===== src/rtl/handshake_const_receiver.sv =====
// Two-slot elastic receiver: buffers handshake tokens, flags each one against
// CONST_VALUE and keeps a saturating count of the tokens that did not match.
module handshake_const_receiver #(
  parameter int                    DATA_WIDTH  = 32,
  parameter logic [DATA_WIDTH-1:0] CONST_VALUE = 'h0003EC22,
  parameter int                    CNT_WIDTH   = 8
) (
  input  logic                  clk,
  input  logic                  rst,
  input  logic [DATA_WIDTH-1:0] ins,
  input  logic                  ins_valid,
  output logic                  ins_ready,
  output logic [DATA_WIDTH-1:0] outs,
  output logic                  outs_match,
  output logic                  outs_valid,
  input  logic                  outs_ready,
  output logic [CNT_WIDTH-1:0]  mismatch_cnt
);

  typedef enum logic [1:0] {EMPTY, ONE, FULL} occ_e;

  localparam logic [CNT_WIDTH-1:0] CNT_MAX = {CNT_WIDTH{1'b1}};

  occ_e                  state_q, state_d;
  logic [DATA_WIDTH-1:0] data_q [2];
  logic                  match_q [2];
  logic                  wr_ptr_q, wr_ptr_d;
  logic                  rd_ptr_q, rd_ptr_d;
  logic                  ins_ready_q, ins_ready_d;
  logic [DATA_WIDTH-1:0] outs_q, outs_d;
  logic                  outs_match_q, outs_match_d;
  logic [CNT_WIDTH-1:0]  cnt_q, cnt_d;
  logic                  accept, emit, in_match;

  assign outs_valid   = (state_q != EMPTY);
  assign ins_ready    = ins_ready_q;
  assign outs         = outs_q;
  assign outs_match   = outs_match_q;
  assign mismatch_cnt = cnt_q;

  assign accept   = ins_valid & ins_ready_q;
  assign emit     = outs_valid & outs_ready;
  assign in_match = (ins == CONST_VALUE);

  always_comb begin
    state_d      = state_q;
    wr_ptr_d     = wr_ptr_q ^ accept;
    rd_ptr_d     = rd_ptr_q ^ emit;
    outs_d       = outs_q;
    outs_match_d = outs_match_q;
    cnt_d        = cnt_q;

    unique case (state_q)
      EMPTY: if (accept) state_d = ONE;
      ONE: begin
        if (accept && !emit)      state_d = FULL;
        else if (emit && !accept) state_d = EMPTY;
      end
      FULL: if (emit) state_d = ONE;
      default: state_d = EMPTY;
    endcase

    // Output registers follow the new head; a token written this cycle is
    // not in the array yet, so take it straight from the input.
    if (state_d != EMPTY) begin
      if (accept && (wr_ptr_q == rd_ptr_d)) begin
        outs_d       = ins;
        outs_match_d = in_match;
      end else begin
        outs_d       = data_q[rd_ptr_d];
        outs_match_d = match_q[rd_ptr_d];
      end
    end

    if (accept && !in_match && (cnt_q != CNT_MAX)) cnt_d = cnt_q + 1'b1;

    ins_ready_d = (state_d != FULL);
  end

  always_ff @(posedge clk or negedge rst) begin
    if (!rst) begin
      state_q      <= EMPTY;
      wr_ptr_q     <= 1'b0;
      rd_ptr_q     <= 1'b0;
      ins_ready_q  <= 1'b0;
      outs_q       <= '0;
      outs_match_q <= 1'b0;
      cnt_q        <= '0;
      for (int i = 0; i < 2; i++) begin
        data_q[i]  <= '0;
        match_q[i] <= 1'b0;
      end
    end else begin
      state_q      <= state_d;
      wr_ptr_q     <= wr_ptr_d;
      rd_ptr_q     <= rd_ptr_d;
      ins_ready_q  <= ins_ready_d;
      outs_q       <= outs_d;
      outs_match_q <= outs_match_d;
      cnt_q        <= cnt_d;
      if (accept) begin
        data_q[wr_ptr_q]  <= ins;
        match_q[wr_ptr_q] <= in_match;
      end
    end
  end

endmodule

===== config.mk =====
export PLATFORM = sky130hd
export DESIGN_NAME = handshake_const_receiver
export DESIGN_NICKNAME = d
export VERILOG_FILES = /design/src/rtl/handshake_const_receiver.sv
export SDC_FILE = /design/constraint.sdc
export NUM_CORES = 1
export LEC_CHECK = 0
export ABC_CLOCK_PERIOD_IN_PS = 2100
export BUFFER_PORTS_ARGS = -buffer_cell sky130_fd_sc_hd__clkbuf_2
export CORE_ASPECT_RATIO = 1.2
export CORE_MARGIN = 5
export CORE_UTILIZATION = 40
export DETAILED_ROUTE_END_ITERATION = 7
export SLEW_MARGIN = 20
export SYNTH_ARGS = -nofsm -noshare
export SYNTH_HDL_FRONTEND = slang
export SYNTH_SLANG_ARGS = --single-unit

===== constraint.sdc =====
create_clock -name clk -period 2.1 [get_ports clk]
set_input_delay 0.21 -clock clk [delete_from_list [all_inputs] [get_ports clk]]
set_output_delay 0.21 -clock clk [all_outputs]
set_load 0.005 [all_outputs]

* After elaboration in Yosys (flattened, before gate mapping)
Cells that the tools add are included.
** Operators by class
- Add/subtract/negate cells :: 1
- Order comparisons :: 3
- Equal/unequal tests :: 6
- Mux-type cells :: 19
- Bitwise logic cells :: 6
- Reduce and logical (&&, ||, !) cells :: 12
** Operators with widths (count)
- $mux 32 :: 5
- $bwmux 64 :: 1
- $demux 32 s1 :: 1
- $eq 32x18->1 const B :: 1
- $add 8x1->8 const B :: 1
- $mux 2 :: 4
- $ne 8x8->1 const B :: 1
- $logic_and 1x1->1 :: 6
- $pmux 2 s3 :: 1
- $mux 1 :: 5
- $ge 2x2->1 const B :: 2
- $not 1->2 :: 2
- $reduce_bool 2->1 :: 2
- $logic_not 1->1 :: 3
- $and 1x1->1 :: 2
- $bwmux 2 :: 1
- $eq 2x1->1 const B :: 1
- $eq 2x2->1 const B :: 1
- $logic_not 2->1 :: 1
- $lt 2x1->1 const B :: 1
- $ne 2x2->1 const B :: 1
- $xor 1x1->1 :: 2
- $demux 1 s1 :: 1
- $eq 1x1->1 :: 1
** Storage, ports and cells
- Register bits after elaboration :: 112
- Word-level logic and storage cells :: 58

* Longest topological paths before layout
Gate-level depths: netlist (run 1).
- Word-level depth :: 8
- Depth in mapped cells :: 8
- Gate-level depth less buffers :: 6

* Worst setup path after synthesis (run 1)
Ideal clock, no wire load.
- Kind :: register -> register
- Start point :: register ins_ready_q, in the netlist ins_ready
- End point :: register data_q[0] (netlist name)
- Arrival :: 1631 ps
- Setup slack :: 344 ps
- Cell stages (with the launch flop) :: 7
- Path buffers :: 2
- Clock period less this slack :: 1756 ps
- Path through :: dfrtp_1 -> nand2_1 -> inv_1 -> ha_1 -> clkbuf_1 -> clkbuf_1 -> mux2_2
** On the way
- Longest elaborated chain between the ends :: 1
** RTL lines
- start, declared :: line 29 : logic ins_ready_q, ins_ready_d;
- start signal, assigned :: line 97 : ins_ready_q <= ins_ready_d;
- $and 1x1->1 :: line 41 : assign accept = ins_valid & ins_ready_q;
- end signal, assigned by index :: line 102 : data_q[wr_ptr_q] <= ins;
- end, declared :: line 25 : logic [DATA_WIDTH-1:0] data_q [2];
Every way passes these cells.
A chain may end at the register's enable or synchronous reset.

* Final worst setup path (run 1)
- Start point :: register state_q[1]
- End point :: register outs_q[23], in the netlist outs[23]
** On the way
- Longest elaborated chain between the ends :: 8
- Elaborated cells between the ends (all ways) :: 22
- Classes of those cells :: 3 x eq/ne; 9 x mux; 3 x bitwise; 7 x reduce/logical
** RTL lines
- start, declared :: line 24 : occ_e state_q, state_d;
- start signal, assigned :: line 94 : state_q <= state_d;
- $reduce_bool 2->1 :: line 35 : assign outs_valid = (state_q != EMPTY);
- $and 1x1->1 :: line 42 : assign emit = outs_valid & outs_ready;
- $xor 1x1->1 :: line 48 : rd_ptr_d = rd_ptr_q ^ emit;
- $not 1->2 (not written as such) :: line 70 : outs_d = data_q[rd_ptr_d];
- $mux 32 (not written as such) (3 in series) :: line 70
- $mux 32 :: line 66 : if (accept && (wr_ptr_q == rd_ptr_d)) begin
- end signal, assigned :: line 98 : outs_q <= outs_d;
- end, declared :: line 30 : logic [DATA_WIDTH-1:0] outs_q, outs_d;
Parallel ways exist; a longest one is shown, timed or not. The select of a mux whose other input is x is not followed.

==> key figures, run 1 <==
Timing
  – Peak Freq: 519 MHz
  – Final worst path period share: 0.918
  – WHS: approximately 0.15 ns
  – Final hold violation count: 0
  – Final setup violation count: 0
  – Max-slew headroom at the worst pin: 0.364
  – Post-Route Setup TNS: 0 ns
  – Actual slew at the worst max-slew pin: between 0.9 and 1 ns
  – Clock period minus final worst setup slack: 1.93 ns
  – RSZ-0062 raised after global routing: no
  – Setup Skew: 0.00621 ns
  – Number of pins exceeding their max-slew limit in the final report: 0

CTS
  – Clock transition time at the flip-flop clock pins of the worst setup and hold paths: 0.07 ns
  – Num CTS Buffers: 9
  – CTS tree: yes
  – Clock Sinks: about 110
  – Max clock buf depth: 2
  – Clock network latency to the later pin of the worst-skew pair: ~0.34 ns
  – Number of H-tree branching levels: 3
  – Root buf cell: sky130_fd_sc_hd__clkbuf_16
  – Post CTS Setup Buffer Count: 0

Critical path
  – Type of destination of the critical path: register
  – Req. time, crit path: 2.29 ns
  – Category of the worst setup path launch point: register
  – Crit Path Max Fanout: 9
  – Path type of the worst setup path: reg2reg
  – Worst EP arrival: 2.12 ns

Yosys
  – Sequential-to-total area share from yosys stat: 0.536
  – Synthesized Nets: 469
  – Cell types with the largest area share after synthesis: sky130_fd_sc_hd__dfrtp_1 (54%), sky130_fd_sc_hd__mux2_2 (14%), sky130_fd_sc_hd__a211oi_2 (5.3%)
  – Number of synthesis warnings: 0
  – EDFF count, synth: 0
  – Post-synthesis cell type with the largest combined area: sky130_fd_sc_hd__dfrtp_1
  – Post-Syn Area per Cell: 12.2 sq um
  – Cell count after synthesis: 430
  – Flip-flop and latch count after synthesis: ~110
  – Flip-flop cell with the highest count after synthesis: sky130_fd_sc_hd__dfrtp_1
  – Number of distinct standard cells referenced by the synthesized netlist: 41
  – Share of Yosys cell area claimed by the top area cell type: 0.536
  – Mapped cell area: 0.00523 sq mm
  – Fraction of synthesis flops using an asynchronous set or reset pin: 1.00

Final layout
  – Area Growth Syn to Fin: 18.4%
  – Number of antenna repair diodes: 0
  – Proportion of layout cells with a drive suffix above 1: 0.414
  – Final-stage net count: 548

Floorplanning
  – Core Footprint: about 0.013 sq mm
  – DIE HEIGHT: 135 microns
  – Overall die area: roughly 0.015 sq mm
  – Count of standard-cell rows: 45
  – Top-Level Pins: about 80
  – Effective utilization at floorplan: 0.411
  – Die X-Extent: 114 microns

Power and ir drop
  – Max rail drop VDD: around 0.00087 V
  – Power density over the cells: 1600 mW/mm^2
  – Static leakage power: 2.72 nW

Global routing
  – Remaining global-route overflow: 0
  – Wire length of the first global-routing pass: roughly 19000 microns
  – Pin count of the biggest net entering global routing: 46
  – Vias in the first global route: 3678
  – Antenna violations before repair: 0
  – GRT Total Usage: 0.156

Min path
  – Hold crit path type: in2reg

Placement
  – Half-perimeter wire length after placement: 8070 microns
  – Port Buf Inserts: a little under 80
  – Final estimated routing congestion in global placement: about 0.76

Drt
  – Antenna-violating nets left: 0
  – Total detailed-routing wirelength: between 10000 and 15000 microns
  – Number of DRC violations after detailed routing: 0
  – Initial DRC Count: approximately 140
  – Detailed-route via count: 3531
  – Routed vias/inst: 5.21
  – Initial DRT Pass Iterations: 4
  – WL per Instance: between 15 and 20 microns

Status
  – Status: complete, no violations

Run
  – Max-cap violation count: 0
[report_power, final]
part           internal, W  leakage [nW]  switching (W)
Combinational      0.00224          1.24        0.00221
Clock             0.000903         0.139       0.000734
Sequential         0.00322          1.34       0.000619
Total              0.00636          2.72        0.00356
[metal layers]
metal,part of all wire,vias to the layer above,track usage,wire length (microns)
li1,-,1673,-,-
met4,0.019,0,0.0568,221
met2,0.50,55,0.262,5890
met3,0.036,14,0.0344,424
met1,0.45,1789,0.198,5270
met5,0,-,0,0
[cell families after synthesis]
group,synth area share
buf+inv,0.0369
flops,0.536
simple gates,0.126
xor+xnor,0.0192
compound gates,0.130
mux,0.145
fa+ha+maj,0.00718
[synthesized netlist by cell type (5+ instances only)]
| master | count |
|---|---|
| sky130_fd_sc_hd__a211oi_1 | 11 |
| sky130_fd_sc_hd__a211oi_2 | 22 |
| sky130_fd_sc_hd__buf_6 | 5 |
| sky130_fd_sc_hd__clkbuf_1 | 15 |
| sky130_fd_sc_hd__dfrtp_1 | 112 |
| sky130_fd_sc_hd__inv_1 | 6 |
| sky130_fd_sc_hd__mux2_2 | 66 |
| sky130_fd_sc_hd__nand2_1 | 38 |
| sky130_fd_sc_hd__nand4_1 | 5 |
| sky130_fd_sc_hd__nor2_1 | 35 |
| sky130_fd_sc_hd__nor2b_1 | 31 |
| sky130_fd_sc_hd__o31ai_1 | 32 |
| sky130_fd_sc_hd__xnor2_1 | 6 |
[through the flow]
stage / setup slack, ns / cell area, sq um / util / total power [W] / cells
floorplan: 0.344 / 5230 / - / 0.00695 / 430
global placement: 0.0721 / 5880 / 0.462 / 0.00819 / 660
detailed placement: 0.0288 / 5880 / 0.462 / 0.00837 / 660
CTS: 0.00834 / 6180 / 0.485 / 0.0100 / 677
global route: 0.0482 / 6190 / 0.486 / 0.0107 / 678
finish: 0.172 / 6190 / 0.486 / 0.00993 / 678
[area by class of cell]
class / instances / area [sq um]
repair buffers: 97 / 601
multi-input cells: 283 / 2270
well taps: 164 / 205
flip-flops and latches: 112 / 2800
fillers: 1196 / 6540
clock buffers: 14 / 274
clock inverters: 2 / 12.5
inverters: 6 / 22.5
[placed cells by master (no fill, tap or decap), types with 2 or more instances in the layout]
| cell type | count |
|---|---|
| sky130_fd_sc_hd__buf_4 | 14 |
| sky130_fd_sc_hd__a21oi_2 | 2 |
| sky130_fd_sc_hd__clkbuf_2 | 77 |
| sky130_fd_sc_hd__dfrtp_1 | 111 |
| sky130_fd_sc_hd__nand2_1 | 38 |
| sky130_fd_sc_hd__clkbuf_16 | 9 |
| sky130_fd_sc_hd__nor2b_1 | 31 |
| sky130_fd_sc_hd__and2b_1 | 2 |
| sky130_fd_sc_hd__inv_1 | 6 |
| sky130_fd_sc_hd__a21oi_1 | 3 |
| sky130_fd_sc_hd__a211oi_1 | 11 |
| sky130_fd_sc_hd__xnor2_1 | 6 |
| sky130_fd_sc_hd__nor4_1 | 3 |
| sky130_fd_sc_hd__clkbuf_8 | 3 |
| sky130_fd_sc_hd__and3_1 | 3 |
| sky130_fd_sc_hd__ha_2 | 2 |
| sky130_fd_sc_hd__nor2_1 | 35 |
| sky130_fd_sc_hd__buf_12 | 5 |
| sky130_fd_sc_hd__nand4_1 | 5 |
| sky130_fd_sc_hd__mux2_2 | 66 |
| sky130_fd_sc_hd__o31ai_1 | 32 |
| sky130_fd_sc_hd__clkbuf_1 | 2 |
| sky130_fd_sc_hd__a211oi_2 | 22 |
[worst max-delay path, stage by stage, from the launching register on]
cell                       delay [ns]
sky130_fd_sc_hd__dfrtp_2         0.47
sky130_fd_sc_hd__o21ai_4         0.22
sky130_fd_sc_hd__xnor3_1         0.26
sky130_fd_sc_hd__and2_4          0.22
sky130_fd_sc_hd__buf_4           0.21
sky130_fd_sc_hd__a211oi_1        0.27
sky130_fd_sc_hd__o31ai_1         0.12
[timing repair]
action	CTS	global route
hold endpoints to repair	22	0
gates resized for setup	0	2
hold buffers	1	0
setup endpoints to repair	0	16
[path summary, 6_finish.rpt]
path	startpoint	end	slack, ns	cells past startpoint
max	state_q[1]$_DFF_PN0_	outs[23]$_DFFE_PN0P_	0.17	6
min	ins[6]	data_q[38]$_DFFE_PN0P_	0.15	2
max reg2reg	state_q[1]$_DFF_PN0_	outs[23]$_DFFE_PN0P_	0.17	6
min reg2reg	outs[1]$_DFFE_PN0P_	outs[1]$_DFFE_PN0P_	0.48	2
max in group asynchronous	rst	state_q[1]$_DFF_PN0_	1.12	3
min in group asynchronous	rst	data_q[56]$_DFFE_PN0P_	0.32	2
[registers in the layout (all words and copies together), names as in the netlist]
| name | count |
|---|---|
| data_q | 64 |
| state_q | 2 |
| outs_match | 1 |
| ins_ready | 1 |
| rd_ptr_q | 1 |
| outs | 32 |
| match_q | 2 |
| mismatch_cnt | 8 |
| wr_ptr_q | 1 |
(Power assumes the default switching activity.)
==> inputs of run 2 (changes only) <==
- CELL_PAD_IN_SITES_DETAIL_PLACEMENT: unset -> 0
- CELL_PAD_IN_SITES_GLOBAL_PLACEMENT: unset -> 2
- CORE_UTILIZATION: 40 -> 38
- PLACE_DENSITY_LB_ADDON: unset -> 0.1
==> key figures, run 2 (same netlist as run 1, synthesis figures left out) <==
Global routing
  – Vias in the first global route: 3676 (was 3678)
  – Global Route met3 Usage: 0.0245 (was 0.0344)
  – Antenna violations before repair: 0 (unchanged)
  – Fraction of met1 tracks used by global routing: 0.220 (was 0.198)
  – Most used routing layer in global routing: met2 (unchanged)
  – Wire length of the first global-routing pass: 20200 microns (was 19100 microns)
  – Pin count of the biggest net entering global routing: 67 (was 46)
  – GRT Total Usage: 0.160 (was 0.156)
  – Remaining global-route overflow: 0 (unchanged)
  – Met2 layer usage reported by global route: 0.251 (was 0.262)

Final layout
  – Proportion of layout cells with a drive suffix above 1: 0.412 (was 0.414)
  – Number of antenna repair diodes: 0 (unchanged)
  – Final-stage net count: 544 (was 548)
  – Leading cell type in the layout, fill and taps excluded: sky130_fd_sc_hd__dfrtp_1 (unchanged)
  – Final core utilization: 0.456 (was 0.486)
  – Max FFs per register: 64 (unchanged)
  – Register ranked first by flip-flop count: data_q (unchanged)
  – Number of non-filler instances in the completed layout: 681 (was 678)
  – FILL cells: 1318 (was 1196)
  – Commonest cells after routing, fill and taps aside: sky130_fd_sc_hd__dfrtp_1 (112), sky130_fd_sc_hd__clkbuf_2 (77), sky130_fd_sc_hd__mux2_2 (66) (was sky130_fd_sc_hd__dfrtp_1 (111), sky130_fd_sc_hd__clkbuf_2 (77), sky130_fd_sc_hd__mux2_2 (66))
  – Area Growth Syn to Fin: 19.1% (was 18.4%)
  – Final design instance area without fill: 0.00622 sq mm (was 0.00619 sq mm)

Placement
  – Placed Instances: 664 (was 660)
  – Final estimated routing congestion in global placement: 0.704 (was 0.757)
  – Post-placement cell area: 0.00590 sq mm (was 0.00588 sq mm)
  – Place WS: 0.204 ns (was 0.0288 ns)
  – Port Buf Inserts: 78 (unchanged)
  – Half-perimeter wire length after placement: 7830 microns (was 8070 microns)

Timing
  – Final worst path period share: 0.893 (was 0.918)
  – Post-Route Setup TNS: 0 ns (unchanged)
  – Setup Skew: 0.00482 ns (was 0.00621 ns)
  – Clock period minus final worst setup slack: 1.88 ns (was 1.93 ns)
  – Number of pins exceeding their max-slew limit in the final report: 0 (unchanged)
  – Max-slew headroom at the worst pin: 0.665 (was 0.364)
  – Peak Freq: 533 MHz (was 519 MHz)
  – Setup slack of the critical path after layout: 0.225 ns (was 0.172 ns)
  – RSZ-0062 raised after global routing: no (unchanged)
  – Final hold violation count: 0 (unchanged)
  – Actual slew at the worst max-slew pin: 0.503 ns (was 0.954 ns)
  – Final setup violation count: 0 (unchanged)

Critical path
  – Worst EP arrival: 2.12 ns (about the same)
  – Beginning of the worst register-to-register path: mismatch_cnt[0]$_DFFE_PN0P_ (was state_q[1]$_DFF_PN0_)
  – Category of the worst setup path launch point: register (unchanged)
  – Req. time, crit path: 2.34 ns (was 2.29 ns)
  – Type of destination of the critical path: register (unchanged)
  – Worst setup startpoint: mismatch_cnt[0]$_DFFE_PN0P_ (was state_q[1]$_DFF_PN0_)
  – Path type of the worst setup path: reg2reg (unchanged)
  – Crit Path Max Fanout: 8 (was 9)

Drt
  – Initial DRT Pass Iterations: 4 (unchanged)
  – Detailed-route via count: 3484 (was 3531)
  – Antenna-violating nets left: 0 (unchanged)
  – WL per Instance: 17.8 microns (was 17.4 microns)
  – Number of DRC violations after detailed routing: 0 (unchanged)
  – Routed vias/inst: 5.12 (was 5.21)
  – Initial DRC Count: 150 (was 144)
  – Total detailed-routing wirelength: 12100 microns (was 11800 microns)

CTS
  – CTS tree: yes (unchanged)
  – Max clock buf depth: 2 (unchanged)
  – Clock network latency to the later pin of the worst-skew pair: 0.36 ns (was 0.34 ns)
  – Clock transition time at the flip-flop clock pins of the worst setup and hold paths: 0.07 ns (about the same)
  – Root buf cell: sky130_fd_sc_hd__clkbuf_16 (unchanged)
  – Clock Sinks: 112 (unchanged)
  – Num CTS Buffers: 9 (unchanged)
  – Post CTS Setup Buffer Count: 0 (unchanged)
  – Number of H-tree branching levels: 3 (unchanged)

Floorplanning
  – Overall die area: 0.0162 sq mm (was 0.0155 sq mm)
  – Count of standard-cell rows: 47 (was 45)
  – Die X-Extent: 117 microns (was 114 microns)
  – Effective utilization at floorplan: 0.383 (was 0.411)
  – Core Footprint: 0.0136 sq mm (was 0.0127 sq mm)
  – DIE HEIGHT: 138 microns (was 135 microns)
  – Top-Level Pins: 79 (unchanged)

Status
  – Status: complete, no violations (unchanged)

Power and ir drop
  – Static leakage power: 2.72 nW (about the same)
  – Cell Int Power: 0.00645 W (was 0.00636 W)
  – Share of power burned in combinational logic: 0.441 (was 0.448)
  – Power share of the clock group: 0.179 (was 0.165)
  – Power density over the cells: 1610 mW/mm^2 (was 1600 mW/mm^2)
  – Net switching power figure: 0.00358 W (was 0.00356 W)
  – Power share of the sequential group: 0.381 (was 0.387)
  – Sw Ratio: 0.357 (was 0.359)
  – Max rail drop VDD: 0.000719 V (was 0.000869 V)

Min path
  – Hold_sp: ins[10] (was ins[6])
  – Hold crit path type: in2reg (unchanged)

Run
  – Max-cap violation count: 0 (unchanged)
==> run 2: path summary, 6_finish.rpt <==
kind / endpoint / slack [ns] / cells after the start
min: data_q[10]$_DFFE_PN0P_ / 0.13 / 2
min reg2reg: outs[29]$_DFFE_PN0P_ / 0.47 / 2
max reg2reg: mismatch_cnt[5]$_DFFE_PN0P_ / 0.22 / 6
min in group asynchronous: outs[30]$_DFFE_PN0P_ / 0.36 / 2
max in group asynchronous: data_q[62]$_DFFE_PN0P_ / 0.94 / 3
max: mismatch_cnt[5]$_DFFE_PN0P_ / 0.22 / 6
==> run 2: metrics by stage <==
step | hold WS [ns] | power [W]
detailed placement | 0.218 | 0.00841
CTS | 0.117 | 0.0102
global route | 0.134 | 0.0108
floorplan | -0.0856 | 0.00695
finish | 0.133 | 0.0100
global placement | 0.212 | 0.00827
==> run 2: power by group through the flow <==
stage | Clock [W] | Sequential (W) | Combinational [W]
after floorplan | 0 | 0.00376 | 0.00319
after global placement | 0 | 0.00383 | 0.00444
after detailed placement | 0 | 0.00388 | 0.00452
after CTS | 0.00186 | 0.00384 | 0.00454
after global routing | 0.00193 | 0.00397 | 0.00493
final | 0.00179 | 0.00382 | 0.00442
==> run 2: cell type report <==
type,instances,area [sq um],share of cell area
clock buffers,11,253,0.0406
clock inverters,5,55.1,0.00885
inverters,6,22.5,0.00362
multi-input cells,282,2260,0.363
flip-flops and latches,112,2800,0.450
well taps,171,214,0.0344
repair buffers,94,616,0.0989
==> run 2: what timing repair did <==
action,in CTS,in global routing
gates resized for setup,0,0
hold endpoints to repair,32,0
hold buffers,1,0
==> run 2: metal layers <==
layer	vias up	share of wire
li1	1669	-
met1	1746	0.46
met2	55	0.49
met3	14	0.032
met4	0	0.018
met5	-	0
==> run 2: worst max-delay path: stages (launching register included) <==
cell and delay, ns:
sky130_fd_sc_hd__dfrtp_1 0.42, sky130_fd_sc_hd__ha_1 0.27, sky130_fd_sc_hd__and3_1 0.16, sky130_fd_sc_hd__a31o_2 0.25, sky130_fd_sc_hd__a21oi_2 0.33, sky130_fd_sc_hd__nand4_1 0.19, sky130_fd_sc_hd__xnor2_1 0.16
